--- src/rtl/fir_decim_avg.sv ---
// Block-average decimator for the FIR output stream.
// Results are queued in a small FWFT FIFO with a registered valid/ready head.
module fir_decim_avg #(
  parameter int DW         = 10,
  parameter int DECIM      = 4,
  parameter int FIFO_DEPTH = 4
) (
  input  logic                          clk,
  input  logic                          rst,
  input  logic [DW-1:0]                 din,
  input  logic                          din_valid,
  output logic [DW-1:0]                 dout,
  output logic                          dout_valid,
  input  logic                          dout_ready,
  output logic [$clog2(FIFO_DEPTH):0]   fifo_level,
  output logic                          overrun
);

  localparam int SW = $clog2(DECIM);
  localparam int AW = $clog2(FIFO_DEPTH);
  localparam int LW = AW + 1;
  localparam int CW = DW + SW;
  localparam logic [SW-1:0] CNT_LAST = SW'(DECIM - 1);
  localparam logic [LW-1:0] LVL_FULL = LW'(FIFO_DEPTH);

  logic [CW-1:0]  acc;
  logic [SW-1:0]  cnt;
  logic [CW-1:0]  sum;
  logic [DW-1:0]  result;
  logic           blk_done;
  logic           full;
  logic           pop;
  logic           push_ok;
  logic           drop;
  logic [AW-1:0]  wr_ptr;
  logic [AW-1:0]  rd_ptr;
  logic [AW-1:0]  rd_ptr_n;
  logic [LW-1:0]  level_n;
  logic [DW-1:0]  head_n;
  logic [DW-1:0]  mem [FIFO_DEPTH];

  always_comb begin
    sum      = acc + {{SW{1'b0}}, din};
    result   = sum[CW-1:SW];
    blk_done = din_valid && (cnt == CNT_LAST);
    full     = (fifo_level == LVL_FULL);
    pop      = dout_valid && dout_ready;
    push_ok  = blk_done && (!full || pop);
    drop     = blk_done && full && !pop;
    rd_ptr_n = pop ? rd_ptr + 1'b1 : rd_ptr;
    level_n  = fifo_level;
    if (push_ok && !pop) level_n = fifo_level + 1'b1;
    if (pop && !push_ok) level_n = fifo_level - 1'b1;
    // Head after this edge may be the entry being written right now.
    head_n = mem[rd_ptr_n];
    if (push_ok && (wr_ptr == rd_ptr_n)) head_n = result;
  end

  always_ff @(posedge clk or negedge rst) begin
    if (!rst) begin
      acc <= '0;
      cnt <= '0;
    end else if (din_valid) begin
      if (blk_done) begin
        acc <= '0;
        cnt <= '0;
      end else begin
        acc <= sum;
        cnt <= cnt + 1'b1;
      end
    end
  end

  always_ff @(posedge clk) begin
    if (push_ok) mem[wr_ptr] <= result;
  end

  always_ff @(posedge clk or negedge rst) begin
    if (!rst) begin
      wr_ptr     <= '0;
      rd_ptr     <= '0;
      fifo_level <= '0;
      dout       <= '0;
      dout_valid <= 1'b0;
      overrun    <= 1'b0;
    end else begin
      if (push_ok) wr_ptr <= wr_ptr + 1'b1;
      rd_ptr     <= rd_ptr_n;
      fifo_level <= level_n;
      dout_valid <= (level_n != '0);
      dout       <= (level_n != '0) ? head_n : '0;
      if (drop) overrun <= 1'b1;
    end
  end

endmodule
--- config.mk ---
export PLATFORM = sky130hd
export DESIGN_NAME = fir_decim_avg
export DESIGN_NICKNAME = d
export VERILOG_FILES = /design/src/rtl/fir_decim_avg.sv
export SDC_FILE = /design/constraint.sdc
export NUM_CORES = 1
export LEC_CHECK = 0
export ABC_AREA = 1
export BUFFER_PORTS_ARGS = -buffer_cell sky130_fd_sc_hd__buf_4
export CAP_MARGIN = 20
export CELL_PAD_IN_SITES_DETAIL_PLACEMENT = 2
export CELL_PAD_IN_SITES_GLOBAL_PLACEMENT = 2
export CORE_MARGIN = 3
export CORE_UTILIZATION = 37
export CTS_CLUSTER_DIAMETER = 40
export DETAILED_ROUTE_END_ITERATION = 12
export PLACE_DENSITY = 0.76
export SLEW_MARGIN = 30
export SYNTH_ARGS = -nofsm -noshare
export SYNTH_HDL_FRONTEND = slang
export SYNTH_SLANG_ARGS = --single-unit
--- constraint.sdc ---
create_clock -name clk -period 2 [get_ports clk]
set_input_delay 0.2 -clock clk [delete_from_list [all_inputs] [get_ports clk]]
set_output_delay 0.2 -clock clk [all_outputs]
set_load 0.05 [all_outputs]
==> run_results.csv, run 1 <==
group,metric,value,unit
placement,dp_worst_setup_slack,-0.0530,ns
logic_synthesis,synthTopCellsByArea,"edfxtp_1, dfrtp_1, nand2_1, ha_1, inv_1",
die,num_rows,36,
die,fp.coreArea,9820,µm²
power_and_ir_drop,p_switching,3810,µW
cts,path_clk_slew,0.08,ns
logic_synthesis,ys.flop_type,"edfxtp_1",
power_and_ir_drop,comb_power_share,0.533,
global_routing,antenna_found_initial,0,
global_routing,use_met3,0.0304,
power_and_ir_drop,clock_power_share,0.173,
power_and_ir_drop,irDropWorstVdd,573,µV
logic_synthesis,synth_warnings,0,
sta,fmax,536,MHz
worst_hold_path,holdPathEnd,"acc[1]",
logic_synthesis,ys_types,30,
sta,setup_tns,0,ns
global_routing,grt_pass1_vias,3491,
finish,seq_area,2030,µm²
worst_setup_path,cp_data_required_time,2.26,ns
logic_synthesis,yosysMostFrequentCell,"nand2_1",
die,dieArea,11400,µm²
die,die_h,107,µm
drt,first_pass_iters,4,
placement,port_buffers,28,
placement,place_hpwl,8.05,mm
cts,postCtsSetupBuffers,0,
logic_synthesis,synthTopCellsByCount,"nand2_1, inv_1, edfxtp_1, nand3_1, dfrtp_1",
sta,hold_viol,0,
drt,vias,3045,
sta,finalSetupViolCount,0,
logic_synthesis,synth_top_area_share,0.321,
power_and_ir_drop,seqPwrFrac,0.295,
cts,clk_latency,0.36,ns
flow_run,drv_cap,0,
sta,slew_headroom,0.559,
drt,post_drt_wl_per_cell,17.5,µm
power_and_ir_drop,p_leak,0.00221,µW
cts,cts_root_buffer,"clkbuf_8",
finish,drive_above_1_share,0.198,
global_routing,grt_max_degree,34,
cts,htree_levels,3,
sta,finalCritPeriodShare,0.933,
power_and_ir_drop,swShare,0.461,
global_routing,grt_use_total,0.208,
global_routing,grtUsageMet2,0.375,
cts,clock-sinks,73,
global_routing,grt_util_met1,0.254,
worst_setup_path,reg2reg_to,"dout[6]",
logic_synthesis,netlist_instances,431,
worst_setup_path,cp_max_fo,5,
worst_setup_path,arrival,2.12,ns
worst_setup_path,crit_path_start_kind,"register",
sta,maxSlewViolCount,0,
finish,fin_cells,622,
finish,fillers,1125,
cts,cts_made_buffers,9,
sta,layout_setup_ws,0.134,ns
global_routing,grt_overflow_total,0,
worst_hold_path,min_path_cells,2,
worst_setup_path,r2r-start,"acc[0]",
finish,fin_nets,517,
worst_setup_path,rrSetupSlack,0.13,ns
logic_synthesis,synth_top_cell_by_area,"edfxtp_1",
drt,drt_iter0_markers,138,
logic_synthesis,synth_area,3740,µm²
sta,period_minus_slack,1.87,ns
global_routing,grt_pass1_wl,17.9,mm
cts,cts_tree,"done",
worst_hold_path,min_path_type,"in -> reg",
logic_synthesis,syn_nets,464,
drt,detail-route-antenna-nets,0,
finish,n_antenna_cell,0,
die,die_w,107,µm
power_and_ir_drop,power.total,8260,µW
worst_setup_path,crit_path_end_kind,"register",
logic_synthesis,ys_ff_latch,73,
global_routing,busiest_layer,"met2",
finish,final_area,4540,µm²
power_and_ir_drop,p_int,4460,µW
drt,drc,0,
finish,multi_input_area,1540,µm²
worst_hold_path,hold_start,"din_valid",
drt,drt_wl_total,10.9,mm
cts,cts_max_path_buffers,2,
worst_setup_path,reg2reg_depth,13,
die,initial_utilization,0.381,
power_and_ir_drop,power_density,1820,nW/µm²
placement,gp_congestion,0.724,
worst_setup_path,critPathKind,"reg -> reg",
die,io_pins,29,
sta,tightest_slew,0.661,ns
logic_synthesis,synth_edf_count,40,
placement,placed_area,4230,µm²
sta,skew,0.00873,ns
placement,place_inst,605,
finish,area_growth,21.4,%
logic_synthesis,syn_area_per_cell,8.68,µm²
logic_synthesis,async_reset_ff_frac,0.452,
logic_synthesis,yosysSeqAreaShare,0.542,
status,status,"finished, final reports clean",
drt,via_per_inst,4.90,
[worst max path at each step]
stage,from,to,slack (ns),cells past startpoint
finish,acc[0],dout[6],0.13,13
global route,acc[0],dout[6],-0.01,13
CTS,fifo_level[0],mem[2][2],0.01,5
detailed placement,fifo_level[0],mem[0][4],-0.05,5
global placement,acc[0],dout[6],0.06,13
floorplan,fifo_level[0],mem[0][0],-0.06,5
[per-stage QoR]
step / hold slack, ns / util
2_1_floorplan: -0.0956 / -
3_5_place_dp: 0.207 / 0.430
4_1_cts: 0.0845 / 0.457
3_3_place_gp: 0.200 / 0.430
6_report: 0.0948 / 0.462
5_1_grt: 0.100 / 0.462
[critical path, stage by stage, from the launching register on]
cell and delay [ns]:
dfrtp_1 0.40, ha_4 0.16, inv_1 0.05, fa_2 0.35
inv_1 0.09, nand3_1 0.08, nand2_2 0.11, nand2_1 0.07
nand2_1 0.07, nand2_1 0.08, nand2_2 0.10, inv_2 0.06
nor2_2 0.09, nor2_1 0.05
[cells by family (layout without fill, tap and decap cells)]
family | after synthesis | count (layout) | synth area share
buffers and inverters | 59 | 117 | 0.0635
flip-flops | 73 | 73 | 0.542
adder cells (fa/ha/maj) | 19 | 19 | 0.0656
XOR/XNOR | 5 | 5 | 0.0117
AND/OR/NAND/NOR | 257 | 257 | 0.288
AO/OA/AOI/OAI | 18 | 18 | 0.0298
[state kept, by name, summed over array words and instances, names as in the netlist]
name        cells
mem            40
acc            12
dout           10
fifo_level      3
cnt             2
rd_ptr          2
wr_ptr          2
dout_valid      1
overrun         1
[routing by layer]
layer	part of all wire	wire length, µm
met5	0	0
met1	0.44	4770
met3	0.020	214
met2	0.52	5690
met4	0.019	210
[placed cells by master (no fill, tap or decap), drive strengths merged]
cell,instances
or2,1
edfxtp,40
nand3,38
o22ai,1
clkinv,3
a21oi,4
nand2,176
dlygate4sd3,1
nor2,33
fa,1
dfrtp,33
o21ai,10
bufinv,3
xnor2,3
nor2b,1
nor3,1
nand4,3
inv,53
buf,48
ha,18
nand3b,4
clkbuf,9
xor2,2
o21bai,1
a22o,1
a21boi,1
[power groups by stage]
stage	Combinational (µW)	Clock [µW]	Sequential, µW
floorplan	2270	0	2960
global placement	4120	0	2430
detailed placement	4330	0	2460
CTS	4380	1460	2440
global route	4990	1520	2480
finish	4400	1430	2440
[area by class of cell]
type	count	area share
Inverter	52	0.0435
Clock inverter	7	0.0259
Timing Repair Buffer	49	0.0816
Clock buffer	9	0.0273
Multi-Input combinational cell	299	0.339
Sequential cell	73	0.446
Tap cell	133	0.0366
[repair_timing]
action,in CTS,in global routing
hold buffers,1,0
cloned,0,0
endpoints found under the hold margin,33,0
setup endpoints to repair,20,23
gates resized for setup,4,13
No activity file was read; power rests on OpenSTA's default activity.
==> run 2, diff against run 1 <==
BUFFER_PORTS_ARGS = -buffer_cell sky130_fd_sc_hd__buf_2   (was -buffer_cell sky130_fd_sc_hd__buf_4)
==> run 2 against run 1 <==
Global-route usage grew 0.89 points. Clock power grew 10%. Core utilization about the same. Flip-flop and latch count did not move. Register-to-register slack lost 0.07 ns. Maximum frequency fell by 3.8%. Critical path depth unchanged.
==> run_results.csv, run 2 (same netlist as run 1, synthesis figures left out) <==
group,metric,value,unit
die,num_rows,36,
drt,first_pass_iters,4,
finish,largest_reg_flops,40,
power_and_ir_drop,comb_power_share,0.525,
drt,drc,0,
drt,detail-route-antenna-nets,0,
worst_hold_path,hold_start,"din[0]",
finish,fillers,1127,
cts,cts_root_buffer,"clkbuf_8",
global_routing,grt_use_total,0.216,
power_and_ir_drop,power_density,1860,nW/µm²
drt,drt_wl_total,11.5,mm
die,io_pins,29,
sta,slew_headroom,0.548,
worst_setup_path,cp_max_fo,5,
placement,place_hpwl,8.32,mm
sta,finalSetupViolCount,0,
finish,reg.largest.list,"mem (40), acc (12), dout (10)",
worst_setup_path,setup.worst_path.start,"acc[0]",
sta,layout_setup_ws,0.0615,ns
cts,clk_latency,0.36,ns
worst_setup_path,critPathKind,"reg -> reg",
placement,placed_area,4180,µm²
finish,drive_above_1_share,0.213,
placement,place_inst,608,
sta,tightest_slew,0.677,ns
die,die_h,107,µm
worst_setup_path,r2r-start,"acc[0]",
drt,vias,3085,
finish,n_antenna_cell,0,
worst_setup_path,reg2reg_to,"dout[6]",
worst_setup_path,rrSetupSlack,0.06,ns
die,die_w,107,µm
finish,most-common-layout-cells,"nand2_1, inv_1, edfxtp_1",
finish,regMostFlops,"mem",
cts,cts_made_buffers,9,
power_and_ir_drop,swShare,0.461,
sta,skew,0.00586,ns
worst_setup_path,cp_data_required_time,2.25,ns
worst_setup_path,crit_path_end_kind,"register",
sta,hold_viol,0,
status,status,"finished, final reports clean",
cts,clock-sinks,73,
sta,period_minus_slack,1.94,ns
finish,area_growth,21.4,%
finish,layout_commonest_cell,"nand2_1",
finish,final_area,4540,µm²
finish,fin_cells,626,
power_and_ir_drop,p_switching,3890,µW
worst_setup_path,reg2reg_depth,13,
finish,final_util,0.463,
sta,fmax,516,MHz
cts,path_clk_slew,0.08,ns
cts,htree_levels,3,
finish,fin_nets,521,
worst_setup_path,arrival,2.19,ns
global_routing,antenna_found_initial,0,
worst_hold_path,min_path_type,"in -> reg",
cts,cts_tree,"done",
power_and_ir_drop,irDropWorstVdd,727,µV
die,fp.coreArea,9820,µm²
placement,dp_worst_setup_slack,-0.0216,ns
global_routing,grt_pass1_vias,3452,
global_routing,grt_overflow_total,0,
die,dieArea,11400,µm²
power_and_ir_drop,p_leak,0.00222,µW
die,initial_utilization,0.381,
power_and_ir_drop,clock_power_share,0.187,
drt,via_per_inst,4.93,
worst_hold_path,holdPathEnd,"acc[0]",
power_and_ir_drop,p_int,4540,µW
flow_run,drv_cap,0,
drt,drt_iter0_markers,110,
power_and_ir_drop,seqPwrFrac,0.288,
sta,finalCritPeriodShare,0.969,
cts,cts_max_path_buffers,2,
global_routing,grt_pass1_wl,18.5,mm
global_routing,grt_max_degree,22,
worst_hold_path,min_path_cells,3,
placement,port_buffers,28,
drt,post_drt_wl_per_cell,18.4,µm
sta,maxSlewViolCount,0,
placement,gp_congestion,0.748,
worst_setup_path,crit_path_start_kind,"register",
## run 2: stage by stage
| stage | hold slack [ns] | total power [µW] | TNS [ns] |
|---|---|---|---|
| after detailed placement | 0.167 | 6710 | -0.211 |
| after floorplan | -0.0956 | 5230 | -2.37 |
| final | 0.199 | 8430 | 0 |
| after global routing | 0.209 | 9090 | -0.0328 |
| after global placement | 0.155 | 6460 | 0 |
| after CTS | 0.204 | 8410 | 0 |
## run 2: how the worst max path moves through the flow
stage / endpoint / slack, ns / depth (start not counted)
2_1_floorplan: mem[0][0] / -0.06 / 5
3_3_place_gp: dout[6] / 0.07 / 13
6_report: dout[6] / 0.06 / 13
3_5_place_dp: mem[1][4] / -0.02 / 5
5_1_grt: dout[6] / -0.02 / 13
4_1_cts: mem[2][9] / 0.002 / 5
## run 2: power groups by stage
stage          clock network (µW)  logic, µW  registers, µW
2_1_floorplan                   0       2270           2960
3_3_place_gp                    0       4030           2420
3_5_place_dp                    0       4250           2460
4_1_cts                      1600       4370           2430
5_1_grt                      1670       4950           2470
6_report                     1580       4430           2430
## run 2: area by class of cell
type | count | area (µm²) | area share
flip-flops and latches | 73 | 2030 | 0.446
repair buffers | 53 | 330 | 0.0727
multi-input cells | 299 | 1550 | 0.342
inverters | 52 | 198 | 0.0435
clock buffers | 10 | 138 | 0.0303
well taps | 133 | 166 | 0.0366
clock inverters | 6 | 129 | 0.0284
## run 2: repair_timing
action | 4_1_cts | 5_1_grt
hold buffers | 1 | 0
setup buffers | 0 | 1
pin swaps | 0 | 5
resized for setup | 8 | 19
endpoints found under the setup margin | 29 | 29
hold endpoints to repair | 14 | 0
## run 2: critical path: stages (launching register included)
cell and delay [ns]:
dfrtp_1 0.37, ha_2 0.22, inv_2 0.05, fa_2 0.41, inv_2 0.08, nand3_2 0.09, nand2_4 0.09, nand2_2 0.07
nand2_2 0.07, nand2_1 0.06, nand2_2 0.12, inv_4 0.06, nor2_4 0.10, nor2_1 0.05
## run 2: layer usage
layer / global-route usage / vias to the layer above / part of all wire
li1: - / 1490 / -
met1: 0.264 / 1564 / 0.43
met2: 0.395 / 22 / 0.54
met3: 0.0364 / 9 / 0.016
met4: 0.0575 / 0 / 0.010
met5: 0 / - / 0
==> run 3, diff against run 2 <==
ABC_AREA = 0   (was 1)
CAP_MARGIN = not set   (was 20)
CORE_UTILIZATION = 42   (was 37)
PLACE_DENSITY = 0.77   (was 0.76)
==> run 3 against run 2 <==
The run now ends with setup timing left. First-iteration DRC count rose by 100%. Global-route usage is 7.3 points higher. Final area rose by 6.9%. Sequential power increased by 9.1%. Worst setup slack got worse by 0.36 ns. Clock skew up 0.0080 ns. Highest routed layer unchanged.
==> run_results.csv, run 3 <==
group,metric,value,unit
status,status,"complete, but fails checks",
status,violations,"setup timing",
cts,htree_levels,3,
cts,clock-sinks,73,
cts,cts_root_buffer,"clkbuf_8",
finish,fin_cells,464,
logic_synthesis,synthSimpleGateAreaFrac,0.0701,
finish,final_util,0.615,
logic_synthesis,yosysMostFrequentCell,"edfxtp_1",
flow_run,drv_cap,0,
global_routing,grt_use_total,0.290,
logic_synthesis,synthTopCellsByCount,"edfxtp_1, dfrtp_1, inv_1, a21oi_1, ha_1",
finish,drive_above_1_share,0.506,
logic_synthesis,post_synth_fa_ha_maj_area_fraction,0.0701,
logic_synthesis,synth_edf_count,40,
finish,fin_nets,390,
logic_synthesis,async_reset_ff_frac,0.452,
logic_synthesis,synth_top_family_by_area,"compound AO/OA/AOI/OAI gates",
cts,cts_tree,"done",
sta,finalSetupViolCount,37,
global_routing,grt_pass1_wl,20.1,mm
sta,fmax,436,MHz
global_routing,grt_max_degree,23,
sta,layout_setup_ws,-0.296,ns
die,die_h,97.3,µm
finish,largest_reg_flops,40,
global_routing,antenna_found_initial,0,
logic_synthesis,synth_xor_area_frac,0.0347,
drt,detail-route-antenna-nets,0,
logic_synthesis,yosysSeqAreaShare,0.579,
die,io_pins,29,
logic_synthesis,synth_top_area_share,0.343,
placement,place_hpwl,7.23,mm
worst_setup_path,crit_path_start_kind,"register",
finish,most-common-layout-cells,"buf_4, edfxtp_1, dfrtp_1",
sta,rsz0062_at_grt,"true",
cts,clk_latency,0.38,ns
worst_setup_path,critPathKind,"reg -> reg",
logic_synthesis,syn_area_per_cell,13.2,µm²
drt,drt_wl_total,15.6,mm
worst_hold_path,min_path_type,"in -> async",
die,num_rows,32,
sta,maxSlewViolCount,0,
die,initial_utilization,0.444,
drt,drc,0,
sta,skew,0.0139,ns
logic_synthesis,synth_area,3500,µm²
finish,layout_commonest_cell,"buf_4",
finish,area_growth,38.7,%
power_and_ir_drop,power.total,10100,µW
global_routing,grt_overflow_total,0,
die,die_w,97.3,µm
cts,cts_made_buffers,9,
worst_setup_path,arrival,2.55,ns
sta,period_minus_slack,2.30,ns
logic_synthesis,synth_top_cell_by_area,"edfxtp_1",
sta,tightest_slew,0.788,ns
worst_setup_path,cp_data_required_time,2.26,ns
worst_setup_path,cp_max_fo,3,
cts,path_clk_slew,0.10,ns
sta,setup_tns,-5.55,ns
logic_synthesis,ys_types,55,
power_and_ir_drop,p_leak,0.00201,µW
power_and_ir_drop,power_density,2080,nW/µm²
logic_synthesis,muxShareOfSynthArea,0.0801,
finish,regMostFlops,"mem",
drt,drt_iter0_markers,223,
placement,place_inst,424,
drt,post_drt_wl_per_cell,33.6,µm
finish,n_antenna_cell,0,
sta,slew_headroom,0.469,
placement,port_buffers,28,
cts,cts_max_path_buffers,2,
drt,via_per_inst,5.98,
die,fp.coreArea,7890,µm²
placement,gp_congestion,0.841,
sta,finalCritPeriodShare,1.15,
logic_synthesis,netlist_instances,265,
worst_setup_path,crit_path_end_kind,"register",
sta,hold_viol,0,
logic_synthesis,ys_ff_latch,73,
die,dieArea,9460,µm²
power_and_ir_drop,irDropWorstVdd,988,µV
global_routing,grt_pass1_vias,3073,
logic_synthesis,synth_compound_area_frac,0.123,
logic_synthesis,syn_nets,298,
logic_synthesis,synth_warnings,0,
logic_synthesis,ys.flop_type,"edfxtp_1",
drt,first_pass_iters,4,
drt,vias,2773,
finish,reg.largest.list,"mem (40), acc (12), dout (10)",
logic_synthesis,synthTopCellsByArea,"edfxtp_1, dfrtp_1, ha_1, mux4_2, inv_1",
[run 3: cell count changes after synthesis, sizes merged, moves of 9 or more]
cell,before,now
o22ai,1,10
a21oi,4,20
inv,52,30
mux4,0,10
nand3,38,1
nand2,176,19
nor2,33,9
[run 3: final timing paths]
path	start	endpoint	slack [ns]	cells past startpoint
min in group clk	din[0]	acc[0]	0.29	4
min reg2reg	overrun	overrun	0.55	1
max reg2reg	acc[0]	acc[11]	-0.30	9
min	rst	dout[6]	0.26	2
max	acc[0]	acc[11]	-0.30	9
max in group asynchronous	rst	fifo_level[0]	1.06	3
[run 3: report_power, final]
| group | switching (µW) | internal [µW] | total [µW] |
|---|---|---|---|
| registers | 386 | 2270 | 2650 |
| logic | 3710 | 2390 | 6100 |
| clock network | 742 | 588 | 1330 |
| total | 4840 | 5240 | 10100 |
[run 3: critical path, cell delays in order (launching register included)]
cell,delay (ns)
dfrtp_1,0.43
ha_4,0.18
buf_4,0.15
a211oi_4,0.22
o211ai_1,0.18
a211oi_2,0.41
buf_4,0.21
nor4b_4,0.05
nor2_1,0.23
o22ai_1,0.12
[run 3: repair_timing]
action	CTS	global route
buffers inserted	11	11
gates cloned	0	1
setup endpoints to repair	37	42
resized for setup	38	51
hold buffers	1	0
pin swaps	11	21
hold endpoints to repair	11	0
[run 3: logic make-up after synthesis]
logic type	Yosys count
xor gates and xnor gates	13
muxes	15
AOI/OAI and AO/OA	61
DFF	73
and+or+nand+nor	48
adders and majority gates	19
buffers and inverters	36
[run 3: area by class of cell]
class / instances / area [µm²]
repair buffers: 87 / 657
well taps: 102 / 128
inverters: 30 / 113
fillers: 690 / 3030
multi-input cells: 156 / 1720
clock buffers: 9 / 124
flip-flops and latches: 73 / 2030
clock inverters: 7 / 78.8
[run 3: stage by stage]
stage          instance area, µm²  hold WS [ns]  worst slack, ns
6_report                     4850         0.255           -0.296
5_1_grt                      4850         0.264           -0.364
4_1_cts                      4550         0.243          -0.0932
3_5_place_dp                 4060         0.126           -0.283
3_3_place_gp                 4060         0.115           -0.148
2_1_floorplan                3530       -0.0956           0.0173
[run 3: routing by layer]
metal / routed length (µm) / share of wire / GRT usage
met5: 0 / 0 / 0
met4: 512 / 0.033 / 0.105
met3: 664 / 0.043 / 0.0452
met2: 8180 / 0.53 / 0.525
met1: 6220 / 0.40 / 0.347
